File: config.mk
export PLATFORM = sky130hd
export DESIGN_NAME = spi_master_arbiter
export DESIGN_NICKNAME = d
export VERILOG_FILES = /design/src/rtl/spi_master_arbiter.sv
export SDC_FILE = /design/constraint.sdc
export NUM_CORES = 1
export LEC_CHECK = 0
export CORE_UTILIZATION = 25
export CTS_CLUSTER_DIAMETER = 80
export DETAILED_ROUTE_END_ITERATION = 10
export HOLD_SLACK_MARGIN = 0.15
export PLACE_DENSITY = 0.53
export SETUP_SLACK_MARGIN = 0.02
export SKIP_LAST_GASP = 1
export SLEW_MARGIN = 20
export SYNTH_ARGS = -nofsm -noshare
export SYNTH_HDL_FRONTEND = slang
export SYNTH_SLANG_ARGS = --single-unit
File: constraint.sdc
create_clock -name clk -period 1.8 [get_ports clk]
set_input_delay 0.27 -clock clk [delete_from_list [all_inputs] [get_ports clk]]
set_output_delay 0.27 -clock clk [all_outputs]
set_load 0.01 [all_outputs]
File: src/rtl/spi_master_arbiter.sv
// Round-robin sequencer sharing one SPI byte engine between NREQ requesters,
// with locked multi-byte bursts and a per-byte watchdog.
module spi_master_arbiter #(
   parameter int NREQ   = 4,
   parameter int TO_CYC = 1024,
   parameter int PW     = 2
) (
   input  logic                clk,
   input  logic                rstb,
   input  logic [NREQ-1:0]     req,
   input  logic [NREQ-1:0]     last,
   input  logic [8*NREQ-1:0]   wdat,
   input  logic [2*NREQ-1:0]   cfg_cdiv,
   input  logic [NREQ-1:0]     cfg_mlb,
   output logic [NREQ-1:0]     gnt,
   output logic [NREQ-1:0]     ack,
   output logic [NREQ-1:0]     err,
   output logic [7:0]          rdat,
   output logic                busy,
   output logic                m_start,
   output logic [7:0]          m_tdat,
   output logic [1:0]          m_cdiv,
   output logic                m_mlb,
   input  logic                m_done,
   input  logic [7:0]          m_rdata
);

   localparam int WW = $clog2(TO_CYC + 1);

   typedef enum logic [1:0] {IDLE, LOAD, WAIT, HOLD} state_t;

   state_t          state;
   logic [PW-1:0]   ptr;
   logic [PW-1:0]   g;
   logic            l_last;
   logic            m_done_q;
   logic [WW-1:0]   wd;
   logic            done_rise;
   logic [PW-1:0]   win;
   logic            any;

   logic [7:0]      wbyte [NREQ];
   logic [1:0]      cdiv_a [NREQ];

   for (genvar i = 0; i < NREQ; i++) begin : g_unpack
      assign wbyte[i]  = wdat[8*i +: 8];
      assign cdiv_a[i] = cfg_cdiv[2*i +: 2];
   end

   assign done_rise = m_done & ~m_done_q;

   function automatic logic [NREQ-1:0] onehot(input logic [PW-1:0] i);
      logic [NREQ-1:0] oh;
      oh    = '0;
      oh[i] = 1'b1;
      return oh;
   endfunction

   function automatic logic [PW-1:0] inc_ptr(input logic [PW-1:0] p);
      if (p == PW'(NREQ - 1)) return '0;
      return p + 1'b1;
   endfunction

   // Descending scan so the requester closest at-or-after ptr is written last.
   always_comb begin
      int idx;
      idx = 0;
      win = ptr;
      any = 1'b0;
      for (int k = NREQ - 1; k >= 0; k--) begin
         idx = int'(ptr) + k;
         if (idx >= NREQ) idx = idx - NREQ;
         if (req[idx[PW-1:0]]) begin
            win = idx[PW-1:0];
            any = 1'b1;
         end
      end
   end

   always_ff @(posedge clk) begin
      if (!rstb) begin
         state    <= IDLE;
         ptr      <= '0;
         g        <= '0;
         l_last   <= 1'b0;
         m_done_q <= 1'b0;
         wd       <= '0;
         gnt      <= '0;
         ack      <= '0;
         err      <= '0;
         rdat     <= '0;
         busy     <= 1'b0;
         m_start  <= 1'b0;
         m_tdat   <= '0;
         m_cdiv   <= '0;
         m_mlb    <= 1'b0;
      end else begin
         m_done_q <= m_done;
         ack      <= '0;
         err      <= '0;
         m_start  <= 1'b0;
         case (state)
            IDLE: begin
               if (any) begin
                  g       <= win;
                  gnt     <= onehot(win);
                  busy    <= 1'b1;
                  m_tdat  <= wbyte[win];
                  m_cdiv  <= cdiv_a[win];
                  m_mlb   <= cfg_mlb[win];
                  l_last  <= last[win];
                  m_start <= 1'b1;
                  state   <= LOAD;
               end
            end
            LOAD: begin
               wd    <= '0;
               state <= WAIT;
            end
            WAIT: begin
               // A completion on the expiry cycle still counts as success.
               if (done_rise) begin
                  rdat <= m_rdata;
                  ack  <= onehot(g);
                  wd   <= '0;
                  if (l_last) begin
                     state <= IDLE;
                     gnt   <= '0;
                     busy  <= 1'b0;
                     ptr   <= inc_ptr(g);
                  end else begin
                     state <= HOLD;
                  end
               end else if (wd == WW'(TO_CYC - 1)) begin
                  err   <= onehot(g);
                  state <= IDLE;
                  gnt   <= '0;
                  busy  <= 1'b0;
                  ptr   <= inc_ptr(g);
               end else begin
                  wd <= wd + 1'b1;
               end
            end
            HOLD: begin
               if (req[g]) begin
                  m_tdat  <= wbyte[g];
                  m_cdiv  <= cdiv_a[g];
                  m_mlb   <= cfg_mlb[g];
                  l_last  <= last[g];
                  m_start <= 1'b1;
                  state   <= LOAD;
               end else begin
                  state <= IDLE;
                  gnt   <= '0;
                  busy  <= 1'b0;
                  ptr   <= inc_ptr(g);
               end
            end
            default: state <= IDLE;
         endcase
      end
   end

endmodule
After elaboration in Yosys (flattened, before gate mapping):

Index checks and enable logic that the tools add are counted.
W data, S select, Z words.

* flip-flop bits (word level): 52
* word-level logic and storage cells: 175
* input bits: 63
* output and inout port bits: 33

* equal/unequal tests: 11
* add/subtract/negate cells: 9
* $lt $le $gt $ge: 14
* bitwise operators: 7
* mux-type cells: 103
* reduce and logical (&&, ||, !) cells: 16

Operator list (count)
* $mux W2: 26
* $mux W8: 6
* $mux W1: 39
* $bmux W8 S2: 2
* $mux W11: 2
* $pmux W11 S2: 1
* $mux W4: 5
* $bmux W1 S2: 9
* $lt A2 B3 Y1 const B: 6
* $pmux W8 S2: 1
* $ge A3 B3 Y1 const B: 5
* $pmux W4 S3: 1
* $add A11 B1 Y11 const B: 1
* $eq A11 B10 Y1 const B: 1
* $ne A3 B3 Y1 const B: 3
* $bmux W2 S2: 2
* $pmux W2 S2: 2
* $pmux W2 S4: 1
* $reduce_and A2 Y1: 4
* $sub A2 B1 Y2 const B: 4
* $add A2 B2 Y3 const B: 2
* $eq A2 B2 Y1 const B: 3
* $ne A2 B2 Y1 const B: 3
* $not A2 Y3: 2
* 18 further kinds: 29

Logic depth before layout (Yosys ltp):

* word-level depth: 15
* mapped depth: 10
* gate-level depth less buffers: 8

Worst setup path after synthesis:

OpenSTA, ideal clock, no wires.

* path kind: register to register
* start point: register wd[0]
* end point: register busy
* period minus slack after synthesis: 1.949 ns
* path slack: -0.149 ns
* stages on the path, launching flop included: 9
* setup time: 0.115 ns
* arrival time: 1.834 ns
* required time: 1.685 ns
* buffers on the path: 1
* cells stage by stage: dfxtp_1 > ha_1 > nand3_2 > nor4_4 > o21ai_1 > or3_1 > buf_6 > nand3_2 > o21ai_2

* longest elaborated chain between the ends: 3

Ends and longest elaborated chain
* from (decl): line 37 `logic [WW-1:0] wd;`
* from (signal assigned): line 141 `wd <= wd + 1'b1;`
* $eq A11 B10 Y1: line 134 `end else if (wd == WW'(TO_CYC - 1)) begin`
* $ne A3 B3 Y1 (no line)
* $reduce_and A5 Y1 (no line)
* to (signal assigned): line 129 `busy <= 1'b0;`
* to (signal assigned): line 138 `busy <= 1'b0;`
* to (signal assigned): line 155 `busy <= 1'b0;`
* to (decl): line 19 `output logic busy,`

No other way between the ends.
A chain may end at the register's enable or synchronous reset.

Final worst setup path:

* start point: register ptr[1]
* end point: register m_tdat[6]

* longest elaborated chain between the ends: 15
* elaborated cells between the ends (all ways): 39
* those cells by class: add/sub: 7; order compare: 4; eq/ne: 1; mux: 25; bitwise: 1; reduce/logical: 1

Ends and longest elaborated chain
* from (decl): line 33 `logic [PW-1:0] ptr;`
* from (signal assigned): line 130 `ptr <= inc_ptr(g);`
* from (signal assigned): line 139 `ptr <= inc_ptr(g);`
* from (signal assigned): line 156 `ptr <= inc_ptr(g);`
* $add A2 B2 Y3: line 71 `idx = int'(ptr) + k;`
* $ge A3 B3 Y1 / $sub A2 B1 Y2 (equally long branches): line 72 `if (idx >= NREQ) idx = idx - NREQ;`
* $mux W2: line 72
* $bmux W1 S2: line 73 `if (req[idx[PW-1:0]]) begin`
* $mux W1 (implied by the code): line 73
* $mux W2 (4 in a row): line 73
* $not A2 Y3 (implied by the code): line 108 `m_tdat <= wbyte[win];`
* $bmux W8 S2: line 108
* $mux W8 (implied by the code) (2 in a row): line 108
* $mux W8: line 104 `if (any) begin`
* $pmux W8 S2: line 102 `case (state)`
* to (signal assigned): line 108
* to (signal assigned): line 146 `m_tdat <= wbyte[g];`
* to (decl): line 21 `output logic [7:0] m_tdat,`

Several ways; a longest one is shown, not always the timed one. The select of a mux whose other input is x is not followed.

==> out/qor.yml <==
clk_pin_slew_ns: 0.08
syn_area_sq_um: 3380
tritoncts: "built"
grt.total_usage_pct: 15.8
routed_wl_mm: 11.0
dpl.hpwl_mm: 8.12
worstSkewPairLatency_ns: 0.30
leakage_nw: 2.11
routed_via_density: 4.87
dp_slack_ns: -0.646
grt_max_degree: 36
synth.net_count: 451
worstPathCellList: "buf_6 -> and3b_1 -> or4_4 -> nand2_8 -> mux2i_2 -> o21ai_1 -> a22o_1"
startpoint_type: "register"
crit_arrival_ns: 2.12
finalCriticalPeriod_ns: 1.92
ys_ff_latch: 52
yosys-top-cells-area: "dfxtp_1, mux4_2, nand2_1"
worst_slack_ns: -0.123
place_congestion: 0.787
cap_violations: 0
syn_inst: 377
reg2reg_slack_ns: -0.12
yosys.area.top_type_share_pct: 30.8
cpMaxStageDelayCell: "or4_4"
final_hold_viol_count: 0
holdBufCountCts: 0
hold_path.class: "reg -> reg"
slew_headroom_pct: 72.1
rsz0062_at_grt: "true"
die_w_um: 118
clock_sinks: 52
fmax_mhz: 520
die_y_um: 118
final_core_util_pct: 41.5
endpoint_kind: "register"
drv_slew: 0
antenna_cells: 0
worstMarginPinSlew_ns: 0.416
yosysWarningCount: 0
violations: "setup timing"
yosys_most_used_dff: "dfxtp_1"
finalNonFillerCells: 714
rr_worst_depth: 7
fin_area_sq_um: 5470
num_rows: 42
cts-root-buf: "clkbuf_16"
dp.cells: 692
nNetsFinal: 611
drt_iter0_drc: 178
status: "finished with violations"
place_area_sq_um: 4970
wl_per_cell_um: 15.5
numCtsBuffers: 5
start_util_pct: 25.6
clk_path_buf_depth: 2
finClkSkew_ns: 0.00565
core_area_sq_um: 13200
grt_pass1_wl_mm: 17.8
critPathRequiredTime_ns: 1.99
synth_cell_types: 60
areaGrowthSynthToFinish_pct: 61.8
min_from: "m_mlb"
ioPinCount: 96
antenna_left: 0
cp_max_fo: 6
first_pass_iters: 4
cp_slowest_stage_delay_ns: 0.57
port_buffers: 95
min_period_over_period_pct: 107
yosys.area.top_type: "dfxtp_1"
dieArea_sq_um: 14000
antenna_found_initial: 0
grt.overflow.total: 0
peakVddDrop_v: 0.000403
power.density_nw_per_um2: 759
synth-async-reset-ratio_pct: 0
h-tree-depth: 2
first_global_vias: 3549
drive_gt1_share_pct: 34.2
syn_area_per_cell_sq_um: 8.97
min_path_cells: 2
critPathLaunch: "ptr[1]"
ys_seq_area_share_pct: 30.8
synth_edf_count: 0
via_count: 3478
crit_type: "reg -> reg"
hold_end: "m_mlb"
worstReg2RegEnd: "m_tdat[6]"
drc: 0
setup_viol: 14
r2r-start: "ptr[1]"
final cells by class:
class	count	area, sq um
Inverter	13	50.0
Clock buffer	5	125
Sequential cell	52	1060
Clock inverter	3	27.5
Timing Repair Buffer	179	1640
Multi-Input combinational cell	286	2350
Tap cell	176	220
Fill cell	1290	7720
logic make-up (layout without fill, tap and decap cells):
kind of cell    count (synthesis)  count (layout)  synth area share, %
flops                          52              52                 30.8
simple gates                  134             134                 20.9
mux                            26              26                 12.7
compound gates                115             115                 25.4
buf+inv                        39             200                 6.14
fa+ha+maj                      11              11                 4.07
synth_stat cells (3+ instances only):
master,number
a21oi_1,23
o21ai_1,15
or3_1,3
mux4_2,13
o21ai_2,6
dfxtp_1,52
mux2_1,5
and3_1,7
o21a_1,5
nand2b_1,7
o31ai_2,5
mux2i_1,8
inv_1,12
a22o_1,7
buf_2,10
clkbuf_1,8
nor3_1,6
nand3_2,6
nand2_1,41
a21boi_0,9
buf_6,5
nand3_1,13
nor2b_1,8
o21ai_0,13
nor2_1,25
a211oi_1,4
ha_1,11
a221oi_1,6
worst max path at each step:
stage | endpoint | slack [ns]
4_1_cts | m_tdat[6] | -0.10
5_1_grt | m_tdat[6] | -0.20
2_1_floorplan | busy | -0.03
3_5_place_dp | m_tdat[2] | -0.65
6_report | m_tdat[6] | -0.12
3_3_place_gp | m_tdat[4] | -0.59
cells in the final DEF (no fill, tap or decap), types with 3 or more instances in the layout:
master	instances
o21a_1	5
nor3_1	6
a21oi_1	19
o21ai_0	12
dfxtp_2	7
mux2_4	4
a21oi_2	4
nand2_1	41
ha_1	9
clkbuf_16	5
nor2b_1	7
a221oi_2	6
buf_6	10
inv_1	11
o21ai_1	14
nand3_2	7
a22o_1	7
nand2b_1	5
nor2_1	24
and3_1	7
dfxtp_1	43
o31ai_2	5
buf_4	72
mux2i_1	6
a21boi_0	9
o21ai_2	7
nand3_1	11
dlygate4sd2_1	3
mux4_2	13
clkdlybuf4s50_1	91
repair_timing:
item | CTS | global route
hold endpoints to repair | 0 | 0
pin swaps | 14 | 18
gates cloned | 1 | 0
gates resized for setup | 40 | 27
setup endpoints to repair | 19 | 27
setup buffers | 7 | 6
power by group:
group	switching, mW	total (mW)	internal (mW)
Combinational	0.799	1.78	0.979
Sequential	0.0896	1.36	1.27
Clock	0.485	1.01	0.529
Total	1.37	4.15	2.78
registers in the layout, indices dropped and copies added, names as in the netlist:
register  cells
m_done_q      1
rdat          8
ack           4
state         2
m_mlb         1
m_cdiv        2
m_start       1
err           4
g             2
ptr           2
busy          1
wd           11
m_tdat        8
gnt           4
l_last        1
critical path, delay by kind of cell, from the launching register on:
family,cells,cell delay (ns)
AND/OR/NAND/NOR,3,0.83
multiplexers,1,0.21
flip-flops,1,0.36
AO/OA/AOI/OAI,2,0.29
buffers and inverters,1,0.12
per-layer routing:
metal | GRT usage [%] | wire length (um) | vias up | part of all wire [%]
met4 | 4.17 | 141 | 0 | 1.3
met5 | 0 | 0 | - | 0
li1 | - | - | 1703 | -
met1 | 19.3 | 4850 | 1648 | 44
met3 | 3.72 | 678 | 15 | 6.1
met2 | 27.6 | 5370 | 112 | 49
per-stage QoR:
stage | power, mW | setup TNS, ns | hold WS (ns)
global route | 4.39 | -1.81 | 0.485
floorplan | 2.25 | -0.138 | 0.392
finish | 4.15 | -0.714 | 0.456
CTS | 4.11 | -0.689 | 0.462
global placement | 2.95 | -11.63 | 0.448
detailed placement | 2.97 | -12.62 | 0.445
Power figures use the tool's default switching activity.
